**src/rtl/gpp_seq_pkg.sv**
```systemverilog
// Shared definitions for the gpp_sequencer: FSM states, opcodes, flag bits
// and coprocessor channel numbers.
package gpp_seq_pkg;

    typedef enum logic [2:0] {
        S_IDLE     = 3'd0,
        S_FETCH    = 3'd1,
        S_DECODE   = 3'd2,
        S_EXEC     = 3'd3,
        S_WAIT_COP = 3'd4,
        S_WB       = 3'd5,
        S_HALT     = 3'd6
    } state_e;

    localparam logic [5:0] OP_HLT     = 6'h00;
    localparam logic [5:0] OP_LDA     = 6'h01;
    localparam logic [5:0] OP_STA     = 6'h02;
    localparam logic [5:0] OP_LDR     = 6'h03;
    localparam logic [5:0] OP_STR     = 6'h04;
    localparam logic [5:0] OP_BRZ     = 6'h05;
    localparam logic [5:0] OP_BRN     = 6'h06;
    localparam logic [5:0] OP_JMP     = 6'h07;
    localparam logic [5:0] OP_CALL    = 6'h08;
    localparam logic [5:0] OP_RET     = 6'h09;
    localparam logic [5:0] OP_CRYPT   = 6'h0A;
    localparam logic [5:0] OP_DECRYPT = 6'h0B;
    localparam logic [5:0] OP_ALU_LO  = 6'h10;
    localparam logic [5:0] OP_ALU_HI  = 6'h1F;

    // Bit positions inside flags = {zero, negative, carry, overflow}
    localparam int FLAG_ZERO  = 3;
    localparam int FLAG_NEG   = 2;
    localparam int FLAG_CARRY = 1;
    localparam int FLAG_OVF   = 0;

    localparam int COP_ALU    = 0;
    localparam int COP_CRYPTO = 1;

    // True for the opcode block that is dispatched to the ALU coprocessor
    function automatic logic is_alu_op(input logic [5:0] opc);
        return (opc >= OP_ALU_LO) && (opc <= OP_ALU_HI);
    endfunction

endpackage

```
**src/rtl/gpp_ret_stack.sv**
```systemverilog
// Return-address LIFO for CALL/RET. Push is refused when full, pop is
// refused when empty; clr empties the stack in one cycle.
module gpp_ret_stack
    import gpp_seq_pkg::*;
#(
    parameter int DEPTH = 8,
    parameter int W     = 9
) (
    input  logic         clk,
    input  logic         rst,
    input  logic         clr,
    input  logic         push,
    input  logic         pop,
    input  logic [W-1:0] push_data,
    output logic [W-1:0] top_data,
    output logic         full,
    output logic         empty
);
    localparam int PW = $clog2(DEPTH);

    logic [PW:0]   cnt_q;
    logic [PW:0]   cnt_d;
    logic [W-1:0]  mem_q [DEPTH];
    logic [PW-1:0] wr_idx_s;
    logic [PW-1:0] rd_idx_s;

    assign wr_idx_s = cnt_q[PW-1:0];
    assign rd_idx_s = cnt_q[PW-1:0] - PW'(1);
    assign full     = (cnt_q == (PW+1)'(DEPTH));
    assign empty    = (cnt_q == '0);
    assign top_data = mem_q[rd_idx_s];

    // Next occupancy: clear beats push, push beats pop
    always_comb begin
        cnt_d = cnt_q;
        if (clr) begin
            cnt_d = '0;
        end else if (push && !full) begin
            cnt_d = cnt_q + (PW+1)'(1);
        end else if (pop && !empty) begin
            cnt_d = cnt_q - (PW+1)'(1);
        end else begin
            cnt_d = cnt_q;
        end
    end

    // Occupancy counter with synchronous reset
    always_ff @(posedge clk) begin
        if (rst) begin
            cnt_q <= '0;
        end else begin
            cnt_q <= cnt_d;
        end
    end

    // Entry storage; contents above the count are don't-care so no reset
    always_ff @(posedge clk) begin
        if (push && !full && !clr) begin
            mem_q[wr_idx_s] <= push_data;
        end
    end

endmodule

```
**src/rtl/gpp_sequencer.sv**
```systemverilog
// Multi-cycle fetch/decode/execute sequencer with return-address stack and
// a uniform start/done handshake towards N_COP coprocessors.
// Optional build macro GPP_SEQ_WATCHDOG_EN bounds the coprocessor wait with
// a 16-bit watchdog that faults the sequencer on expiry.
// Opcodes are 6 bits wide; OPC_W is kept as a parameter for the field slice.
module gpp_sequencer
    import gpp_seq_pkg::*;
#(
    parameter int DATA_W      = 16,
    parameter int OPC_W       = 6,
    parameter int ADDR_W      = 9,
    parameter int STACK_DEPTH = 8,
    parameter int N_COP       = 2
) (
    input  logic              clk,
    input  logic              rst,
    input  logic              bgn,
    input  logic [DATA_W-1:0] instr,
    input  logic [3:0]        flags,
    input  logic [N_COP-1:0]  cop_done,
    output logic [ADDR_W-1:0] pc,
    output logic              imem_rd,
    output logic              dmem_rd,
    output logic              dmem_wr,
    output logic [ADDR_W-1:0] addr,
    output logic              reg_sel,
    output logic              reg_rd,
    output logic              reg_wr,
    output logic              acc_ld,
    output logic              acc_st,
    output logic [N_COP-1:0]  cop_start,
    output logic              cop_mode,
    output logic [N_COP-1:0]  cop_wb,
    output logic              fin,
    output logic              err
);
    state_e             state_q, state_d;
    logic [ADDR_W-1:0]  pc_q, pc_d;
    logic [DATA_W-1:0]  ir_q, ir_d;
    logic               imem_rd_q, imem_rd_d;
    logic               dmem_rd_q, dmem_rd_d;
    logic               dmem_wr_q, dmem_wr_d;
    logic               reg_rd_q, reg_rd_d;
    logic               reg_wr_q, reg_wr_d;
    logic               acc_ld_q, acc_ld_d;
    logic               acc_st_q, acc_st_d;
    logic [N_COP-1:0]   cop_start_q, cop_start_d;
    logic               cop_mode_q, cop_mode_d;
    logic [N_COP-1:0]   cop_wb_q, cop_wb_d;
    logic [N_COP-1:0]   cop_wait_q, cop_wait_d;
    logic               fin_q, fin_d;
    logic               err_q, err_d;
`ifdef GPP_SEQ_WATCHDOG_EN
    logic [15:0]        wdog_q, wdog_d;
`endif

    logic [5:0]         in_opc_s;
    logic [5:0]         ir_opc_s;
    logic [ADDR_W-1:0]  ir_addr_s;
    logic [ADDR_W-1:0]  pc_inc_s;
    logic               push_s, pop_s, clr_s;
    logic [ADDR_W-1:0]  stk_top_s;
    logic               stk_full_s, stk_empty_s;
    logic               flags_unused_s;

    assign in_opc_s       = 6'(instr[DATA_W-1 -: OPC_W]);
    assign ir_opc_s       = 6'(ir_q[DATA_W-1 -: OPC_W]);
    assign ir_addr_s      = ir_q[ADDR_W-1:0];
    assign pc_inc_s       = pc_q + ADDR_W'(1);
    assign flags_unused_s = ^{flags[FLAG_CARRY], flags[FLAG_OVF]};

    gpp_ret_stack #(.DEPTH(STACK_DEPTH), .W(ADDR_W)) u_stack (
        .clk       (clk),
        .rst       (rst),
        .clr       (clr_s),
        .push      (push_s),
        .pop       (pop_s),
        .push_data (pc_inc_s),
        .top_data  (stk_top_s),
        .full      (stk_full_s),
        .empty     (stk_empty_s)
    );

    // Next-state and next-output logic; strobes default low every cycle
    always_comb begin
        state_d     = state_q;
        pc_d        = pc_q;
        ir_d        = ir_q;
        imem_rd_d   = 1'b0;
        dmem_rd_d   = 1'b0;
        dmem_wr_d   = 1'b0;
        reg_rd_d    = 1'b0;
        reg_wr_d    = 1'b0;
        acc_ld_d    = 1'b0;
        acc_st_d    = 1'b0;
        cop_start_d = '0;
        cop_mode_d  = 1'b0;
        cop_wb_d    = '0;
        cop_wait_d  = cop_wait_q;
        fin_d       = fin_q;
        err_d       = err_q;
        push_s      = 1'b0;
        pop_s       = 1'b0;
        clr_s       = 1'b0;
`ifdef GPP_SEQ_WATCHDOG_EN
        wdog_d      = wdog_q;
`endif
        case (state_q)
            S_IDLE: begin
                if (bgn) begin
                    state_d   = S_FETCH;
                    pc_d      = '0;
                    imem_rd_d = 1'b1;
                end else begin
                    state_d = S_IDLE;
                end
            end
            S_FETCH: begin
                state_d = S_DECODE;
            end
            S_DECODE: begin
                // Strobes are registered, so they are decoded from the
                // incoming word to appear during the EXEC cycle
                ir_d    = instr;
                state_d = S_EXEC;
                case (in_opc_s)
                    OP_LDA:     begin dmem_rd_d = 1'b1; acc_ld_d = 1'b1; end
                    OP_STA:     begin acc_st_d  = 1'b1; dmem_wr_d = 1'b1; end
                    OP_LDR:     begin dmem_rd_d = 1'b1; reg_wr_d = 1'b1; end
                    OP_STR:     begin reg_rd_d  = 1'b1; dmem_wr_d = 1'b1; end
                    OP_CRYPT:   begin cop_start_d[COP_CRYPTO] = 1'b1; end
                    OP_DECRYPT: begin cop_start_d[COP_CRYPTO] = 1'b1; cop_mode_d = 1'b1; end
                    default: begin
                        if (is_alu_op(in_opc_s)) begin
                            reg_rd_d             = 1'b1;
                            cop_start_d[COP_ALU] = 1'b1;
                        end else begin
                            reg_rd_d = 1'b0;
                        end
                    end
                endcase
            end
            S_EXEC: begin
                state_d   = S_FETCH;
                pc_d      = pc_inc_s;
                imem_rd_d = 1'b1;
                case (ir_opc_s)
                    OP_HLT: begin
                        state_d = S_HALT; pc_d = pc_q; imem_rd_d = 1'b0; fin_d = 1'b1;
                    end
                    OP_LDA, OP_STA, OP_LDR, OP_STR: begin
                        pc_d = pc_inc_s;
                    end
                    OP_BRZ: pc_d = flags[FLAG_ZERO] ? ir_addr_s : pc_inc_s;
                    OP_BRN: pc_d = flags[FLAG_NEG]  ? ir_addr_s : pc_inc_s;
                    OP_JMP: pc_d = ir_addr_s;
                    OP_CALL: begin
                        if (stk_full_s) begin
                            state_d = S_HALT; pc_d = pc_q; imem_rd_d = 1'b0; err_d = 1'b1;
                        end else begin
                            push_s = 1'b1; pc_d = ir_addr_s;
                        end
                    end
                    OP_RET: begin
                        if (stk_empty_s) begin
                            state_d = S_HALT; pc_d = pc_q; imem_rd_d = 1'b0; err_d = 1'b1;
                        end else begin
                            pop_s = 1'b1; pc_d = stk_top_s;
                        end
                    end
                    OP_CRYPT, OP_DECRYPT: begin
                        state_d    = S_WAIT_COP; pc_d = pc_q; imem_rd_d = 1'b0;
                        cop_wait_d = '0;
                        cop_wait_d[COP_CRYPTO] = 1'b1;
                        cop_mode_d = cop_mode_q;
`ifdef GPP_SEQ_WATCHDOG_EN
                        wdog_d     = '0;
`endif
                    end
                    default: begin
                        if (is_alu_op(ir_opc_s)) begin
                            state_d    = S_WAIT_COP; pc_d = pc_q; imem_rd_d = 1'b0;
                            cop_wait_d = '0;
                            cop_wait_d[COP_ALU] = 1'b1;
`ifdef GPP_SEQ_WATCHDOG_EN
                            wdog_d     = '0;
`endif
                        end else begin
                            state_d = S_HALT; pc_d = pc_q; imem_rd_d = 1'b0; err_d = 1'b1;
                        end
                    end
                endcase
            end
            S_WAIT_COP: begin
                cop_mode_d = cop_mode_q;
`ifdef GPP_SEQ_WATCHDOG_EN
                if (wdog_q == 16'hFFFF) begin
                    state_d = S_HALT;
                    err_d   = 1'b1;
                end else if (|(cop_done & cop_wait_q)) begin
                    state_d  = S_WB;
                    cop_wb_d = cop_wait_q;
                end else begin
                    wdog_d = wdog_q + 16'd1;
                end
`else
                if (|(cop_done & cop_wait_q)) begin
                    state_d  = S_WB;
                    cop_wb_d = cop_wait_q;
                end else begin
                    state_d = S_WAIT_COP;
                end
`endif
            end
            S_WB: begin
                state_d   = S_FETCH;
                pc_d      = pc_inc_s;
                imem_rd_d = 1'b1;
            end
            S_HALT: begin
                if (bgn) begin
                    state_d   = S_FETCH;
                    pc_d      = '0;
                    imem_rd_d = 1'b1;
                    fin_d     = 1'b0;
                    err_d     = 1'b0;
                    clr_s     = 1'b1;
                end else begin
                    state_d = S_HALT;
                end
            end
            default: begin
                state_d = S_IDLE;
            end
        endcase
    end

    // Single state/output register bank with synchronous reset
    always_ff @(posedge clk) begin
        if (rst) begin
            state_q     <= S_IDLE;
            pc_q        <= '0;
            ir_q        <= '0;
            imem_rd_q   <= 1'b0;
            dmem_rd_q   <= 1'b0;
            dmem_wr_q   <= 1'b0;
            reg_rd_q    <= 1'b0;
            reg_wr_q    <= 1'b0;
            acc_ld_q    <= 1'b0;
            acc_st_q    <= 1'b0;
            cop_start_q <= '0;
            cop_mode_q  <= 1'b0;
            cop_wb_q    <= '0;
            cop_wait_q  <= '0;
            fin_q       <= 1'b0;
            err_q       <= 1'b0;
`ifdef GPP_SEQ_WATCHDOG_EN
            wdog_q      <= '0;
`endif
        end else begin
            state_q     <= state_d;
            pc_q        <= pc_d;
            ir_q        <= ir_d;
            imem_rd_q   <= imem_rd_d;
            dmem_rd_q   <= dmem_rd_d;
            dmem_wr_q   <= dmem_wr_d;
            reg_rd_q    <= reg_rd_d;
            reg_wr_q    <= reg_wr_d;
            acc_ld_q    <= acc_ld_d;
            acc_st_q    <= acc_st_d;
            cop_start_q <= cop_start_d;
            cop_mode_q  <= cop_mode_d;
            cop_wb_q    <= cop_wb_d;
            cop_wait_q  <= cop_wait_d;
            fin_q       <= fin_d;
            err_q       <= err_d;
`ifdef GPP_SEQ_WATCHDOG_EN
            wdog_q      <= wdog_d;
`endif
        end
    end

    assign pc        = pc_q;
    assign imem_rd   = imem_rd_q;
    assign dmem_rd   = dmem_rd_q;
    assign dmem_wr   = dmem_wr_q;
    assign addr      = ir_addr_s;
    assign reg_sel   = ir_q[ADDR_W];
    assign reg_rd    = reg_rd_q;
    assign reg_wr    = reg_wr_q;
    assign acc_ld    = acc_ld_q;
    assign acc_st    = acc_st_q;
    assign cop_start = cop_start_q;
    assign cop_mode  = cop_mode_q;
    assign cop_wb    = cop_wb_q;
    assign fin       = fin_q;
    assign err       = err_q;

endmodule

```
**config.mk**
```make
export PLATFORM = sky130hd
export DESIGN_NAME = gpp_sequencer
export DESIGN_NICKNAME = d
export VERILOG_FILES = /design/src/rtl/gpp_seq_pkg.sv /design/src/rtl/gpp_ret_stack.sv /design/src/rtl/gpp_sequencer.sv
export SDC_FILE = /design/constraint.sdc
export NUM_CORES = 1
export LEC_CHECK = 0
export BUFFER_PORTS_ARGS = -buffer_cell sky130_fd_sc_hd__buf_2
export CAP_MARGIN = 0
export CORE_ASPECT_RATIO = 1.5
export CORE_MARGIN = 8
export CORE_UTILIZATION = 58
export DETAILED_ROUTE_END_ITERATION = 10
export PLACE_DENSITY = 0.89
export SLEW_MARGIN = 20
export SYNTH_ARGS = -nofsm -noshare
export SYNTH_HDL_FRONTEND = slang
export SYNTH_SLANG_ARGS = --single-unit
```
**constraint.sdc**
```tcl
create_clock -name clk -period 3.9 [get_ports clk]
set_clock_uncertainty 0.2 [all_clocks]
set_input_delay 0.195 -clock clk [delete_from_list [all_inputs] [get_ports clk]]
set_output_delay 0.195 -clock clk [all_outputs]
set_load 0.02 [all_outputs]
```
## Word-level counts from Yosys, hierarchy flattened

Memory sizes are Yosys's and may differ from the RTL's.
Index checks and enable logic that the tools add are counted.
W data, S select, Z words.

| word-level totals | value |
|---|---|
| flip-flop bits (word level) | 48 |
| bits in writable memories | 72 |
| output and inout bits | 33 |
| logic and storage cells | 152 |
| memories kept | 1 |

Memory list:

| memory | words | width | read ports | clocked after Yosys merged registers in | write ports | line | source |
|---|---|---|---|---|---|---|---|
| u_stack.mem_q | 8 | 9 | 1 | 0 | 1 | gpp_ret_stack.sv:23 | `logic [W-1:0] mem_q [DEPTH];` |

| operators by class | value |
|---|---|
| $add $sub $neg | 4 |
| $lt $le $gt $ge | 4 |
| equality and inequality tests | 35 |
| multiplexer cells | 50 |
| bitwise operators | 5 |
| reduce and logical (&&, ||, !) cells | 35 |

Operators by type and width:

| kind | number |
|---|---|
| $pmux W9 S6 | 1 |
| $mux W9 | 5 |
| $eq A6 B4 Y1 const B | 6 |
| $eq A6 B3 Y1 const B | 5 |
| $pmux W9 S3 | 1 |
| $mux W1 | 26 |
| $eq A6 B2 Y1 const B | 4 |
| $pmux W3 S7 | 1 |
| $reduce_or A10 Y1 | 2 |
| $reduce_or A2 Y1 | 8 |
| $pmux W3 S5 | 1 |
| $eq A6 B1 Y1 const B | 2 |
| $ge A6 B5 Y1 const B | 2 |
| $le A6 B5 Y1 const B | 2 |
| $pmux W1 S3 | 4 |
| $add A9 B1 Y9 const B | 1 |
| $eq A3 B3 Y1 const B | 3 |
| $mux W3 | 3 |
| $mux W4 | 2 |
| $ne A2 B2 Y1 const B | 4 |
| $reduce_or A8 Y1 | 1 |
| $ne A7 B7 Y1 const B | 1 |
| $reduce_or A7 Y1 | 1 |
| $eq A3 B2 Y1 const B | 2 |
| other kinds (28) | 45 |

## Longest topological paths before layout

| logic depth | value |
|---|---|
| depth after elaboration | 8 |
| mapped depth | 12 |

## Hierarchy

Synthesis repeated with hierarchy kept, for this count alone.

| unflattened totals | value |
|---|---|
| cells, all modules | 476 |
| area, all modules | 5669.2 um^2 |

By module, submodules not included:

| module | times used | cells each | area an instance (um^2) | sequential area each (um^2) |
|---|---|---|---|---|
| gpp_ret_stack | 1 | 152 | 3179.3 | 2242.2 |
| gpp_sequencer | 1 | 324 | 2489.9 | 880.8 |

## Worst setup path before layout

No wires, ideal clock.

| timing | value |
|---|---|
| path type | flip-flop to flip-flop |
| from | register u_stack.cnt_q[0] |
| to | register pc_q[1], in the netlist pc[1] |
| setup time | 0.123 ns |
| data arrival time | 2.876 ns |
| data required time | 3.577 ns |
| slack | 0.702 ns |
| stages on the path, launching flop included | 10 |
| period minus slack after synthesis | 3.198 ns |
| path through | dfxtp_1 buf_1 inv_1 ha_1 clkbuf_1 clkbuf_1 mux4_2 a22oi_1 a211oi_1 a221o_2 |

| between the ends | value |
|---|---|
| longest elaborated chain between the ends | 5 |
| elaborated cells on any way between the ends | 10 |

RTL lines:

| what | line | source |
|---|---|---|
| start: declaration | gpp_ret_stack.sv:21 | `logic [PW:0] cnt_q;` |
| start signal: assignment | gpp_ret_stack.sv:52 | `cnt_q <= cnt_d;` |
| $sub A3 B1 Y3 | gpp_ret_stack.sv:28 | `assign rd_idx_s = cnt_q[PW-1:0] - PW'(1);` |
| via u_stack.rd_idx_s[0] | gpp_ret_stack.sv:25 | `logic [PW-1:0] rd_idx_s;` |
| $mem_v2 Z8 W9 | -- |  |
| $mux W9 | gpp_sequencer.sv:165 | `if (stk_empty_s) begin` |
| $pmux W9 S6 | gpp_sequencer.sv:147 | `case (ir_opc_s)` |
| $pmux W9 S3 | gpp_sequencer.sv:108 | `case (state_q)` |
| end signal: assignment | gpp_sequencer.sv:262 | `pc_q <= pc_d;` |
| end: declaration | gpp_sequencer.sv:38 | `logic [ADDR_W-1:0] pc_q, pc_d;` |

The timed path passes the listed nets, and every way through them passes these cells. The select of a mux whose other input is x is not followed.
A chain may end at the register's enable or synchronous reset.

## Final worst setup path

| timing | value |
|---|---|
| from | register state_q[1] |
| to | register acc_ld_q, in the netlist acc_ld |

| between the ends | value |
|---|---|
| longest elaborated chain between the ends | 3 |

RTL lines:

| what | line | source |
|---|---|---|
| start: declaration | gpp_sequencer.sv:37 | `state_e state_q, state_d;` |
| start signal: assignment | gpp_sequencer.sv:261 | `state_q <= state_d;` |
| $eq A3 B2 Y1 | gpp_sequencer.sv:108 |  |
| $not A1 Y1 (no line) | -- |  |
| $reduce_or A2 Y1 (no line) | -- |  |
| end signal: assignment | gpp_sequencer.sv:269 | `acc_ld_q <= acc_ld_d;` |
| end: declaration | gpp_sequencer.sv:45 | `logic acc_ld_q, acc_ld_d;` |

No other way between the ends.

==> summary.md <==
| Metric | Value |
|---|---|
| Maxcap violations | 0 |
| Die Span X | 95.0 microns |
| Cell Area, Synth | 5420 sq um |
| Crit-path slowest cell | dfxtp_1 |
| Worst Setup Path Type | reg -> reg |
| Post-Layout Cell Count | 646 |
| Synth Instances | between 400 and 500 |
| CP peak stage delay | around 0.8 ns |
| Worst hold path class | in -> reg |
| Remaining global-route overflow | 0 |
| Post-Syn Area per Cell | ~12 sq um |
| Seq/Total Area, Yosys | 57.6% |
| RSZ-0062 raised after global routing | false |
| Clk slew on worst S/H paths | roughly 0.060 ns |
| I/O pin cnt | a little under 60 |
| Worst setup EP type | flop |
| Die H | 134 microns |
| Slew Limit Fails | 0 |
| Syn Nets | around 480 |
| Final min period | ~3.3 ns |
| Number of remaining DRC errors | 0 |
| Synthesis-stage register bit count | 120 |
| DRT Wirelength | ~14 mm |
| Final Power | between 3 and 4 mW |
| I/O Buffers | 55 |
| All-Layer GR Usage | a little under a quarter |
| Iter 0 DRT Violations | between 400 and 500 |
| Post-synthesis xor/xnor area fraction | under 10% |
| Via/cell ratio | approximately 6.5 |
| Die ar. | ~13000 sq um |
| Hold-fix buffer count after cts | 23 |
| Post-Route Utilization | between 70 and 80% |
| Vias | 4169 |
| Top_reg_cell synth | edfxtp_1 |
| Main combinational cell family by area after synthesis | simple AND/OR/NAND/NOR gates |
| Vias in the first global route | 4230 |
| Adder-cell share of the synthesized area | 1.52% |
| H-tree depth | 4 |
| Worst-path maximum fanout | 22 |
| Compound-Gate Fraction of Synth Area | approximately an eighth |
| Final nets | 552 |
| Final setup viols | 0 |
| Placed insts | around 590 |
| Final Hold Fails | 0 |
| Hold Slack | between 0.1 and 0.15 ns |
| Setup TNS | 0 ns |
| Number of synthesized flops with an enable pin | 72 |
| CTS Buf Count | 17 |
| Num rows | 43 |
| Bufs on Longest Clock Path | 2 |
| Dpl hpwl | between 8 and 9 mm |
| Critical path cell sequence | or3b_2 -> nor3_2 -> nand2_1 -> nor3b_1 -> nor2b_1 -> dlygate4sd3_1 |
| # Post-CTS Setup Buffers | 0 |
| Slew headroom | a little under half |
| Initial Utilization | roughly 59% |
| Synth top area share | around 40% |
| Area leader, netlist | edfxtp_1 |
| Fmax | about 300 MHz |
| Critical Path RT | a little over 4 ns |
| Post-Synth Simple-Gate Area | between 10% and 20% |
| Async set-reset flop share out of synthesis | 0% |
| Final GP Congestion | ~0.9 |
| Synth top area cells | edfxtp_1 40%, dfxtp_1 18%, mux4_2 7.5% |
| Share of cells above drive strength 1 | roughly 25% |
| Area grow syn2layout | 20.4% |
| Worst skew pair latency | 0.42 ns |
| Crit path DAT | 3.41 ns |
| Least-Margin Pin Slew | just under 0.8 ns |
| Pre-antenna DRT Iters | 6 |
| Most common cell after layout, fill and taps aside | edfxtp_1 |
| Clock sink count | 120 |
| Status | complete, no violations |
| Avg WL per Cell | about 22 microns |
| Post_cts resized | 0 |
| Crit path launch type | flop |
| Most frequent cells in the layout | 72 x edfxtp_1, 55 x buf_2, 48 x dfxtp_1 |
| Multiplexer share of the synthesized area | under 10% |
| Routed Antenna Nets | 0 |
| Worst vdd rail ir drop | 0.000374 V |
| Cell area power density | approximately 480 nW/um^2 |
| Placeable Area | 9200 sq um |
| Largest net degree at the start of global routing | 36 |
| Antenna violations before repair | 0 |
| Part of the cycle the worst path needs | 83.6% |
| Warnings from Yosys | 0 |
| Antenna cell count | 0 |
| Global-route wire length before repair | ~22 mm |
| Root Buffer Master | clkbuf_16 |
| Cell variety after synth | roughly 60 |
| Leak Pwr | ~2.2 nW |
| CTS tree | built |
[per-stage QoR]
stage | cell area [sq um] | setup WS [ns]
final | 6530 | 0.639
after global routing | 6530 | 0.473
after CTS | 6530 | 0.855
after detailed placement | 5750 | 0.883
after global placement | 5750 | 0.992
after floorplan | 5420 | 0.702
[final cells by class]
class                           instances  area [sq um]
Clock inverter                         14           125
Sequential cell                       120          3120
Multi-Input combinational cell        280          2070
Clock buffer                           18           429
Inverter                               12          45.0
Fill cell                             534          2670
Timing Repair Buffer                   90           596
Tap cell                              112           140
[path summary, 6_finish.rpt]
path | startpoint | endpoint | slack [ns] | cells past startpoint
hold / removal | rst | cop_start[1] | 0.12 | 2
setup reg to reg | state_q[1] | acc_ld | 0.64 | 6
hold reg to reg | err | err | 0.25 | 2
setup / recovery | state_q[1] | acc_ld | 0.64 | 6
[cell families (layout without fill, tap and decap cells)]
group                      Yosys count  count (layout)
muxes                               23              23
xor gates and xnor gates            14              14
and+or+nand+nor                    143             143
AOI/OAI and AO/OA                   94              94
adders and majority gates            6               6
buffers and inverters               46             134
DFF                                120             120
[registers in the layout, summed over array words and instances, names as in the netlist, 2 cells and up]
register	cells
pc	9
ir_q	16
cop_wait_q	2
cop_wb	2
u_stack.cnt_q	4
cop_start	2
state_q	3
u_stack.mem_q	72
[layer usage]
metal | routed length [microns] | vias to the layer above | track usage [%] | part of all wire, %
li1 | - | 1818 | - | -
met1 | 4990 | 1989 | 24.2 | 35
met2 | 7500 | 292 | 40.4 | 52
met3 | 1190 | 70 | 6.38 | 8.3
met4 | 671 | 0 | 13.3 | 4.7
met5 | 0 | - | 0 | 0
[synth_stat cells (3+ instances only)]
cell type,number
a211oi_1,6
a21oi_1,32
a221o_1,3
a221oi_1,3
a22oi_1,6
a31oi_1,6
buf_1,4
buf_2,7
buf_4,10
clkbuf_1,12
dfxtp_1,48
edfxtp_1,72
ha_1,5
inv_1,12
mux2i_1,3
mux4_2,18
nand2_1,46
nand2b_1,7
nand3_1,11
nand3b_1,3
nand4_1,3
nor2_1,26
nor2b_1,3
nor3_1,14
nor3b_1,6
o21a_1,3
o21ai_0,16
or3_1,4
or3b_2,3
xnor2_1,7
xor2_1,7
[report_power, final]
part	switching [mW]	leakage [nW]	internal [mW]	total [mW]
clock	0.573	0.258	0.875	1.45
combinational	0.160	0.985	0.0944	0.254
sequential	0.0430	0.973	1.37	1.41
total	0.777	2.22	2.33	3.11
[critical path: cells and delay by family, from the launching register on]
| kind | cells | cell delay [ns] |
|---|---|---|
| flip-flops | 1 | 0.78 |
| buffers and inverters | 1 | 0.57 |
| AND/OR/NAND/NOR | 5 | 1.64 |
No activity file was read; power rests on OpenSTA's default activity.
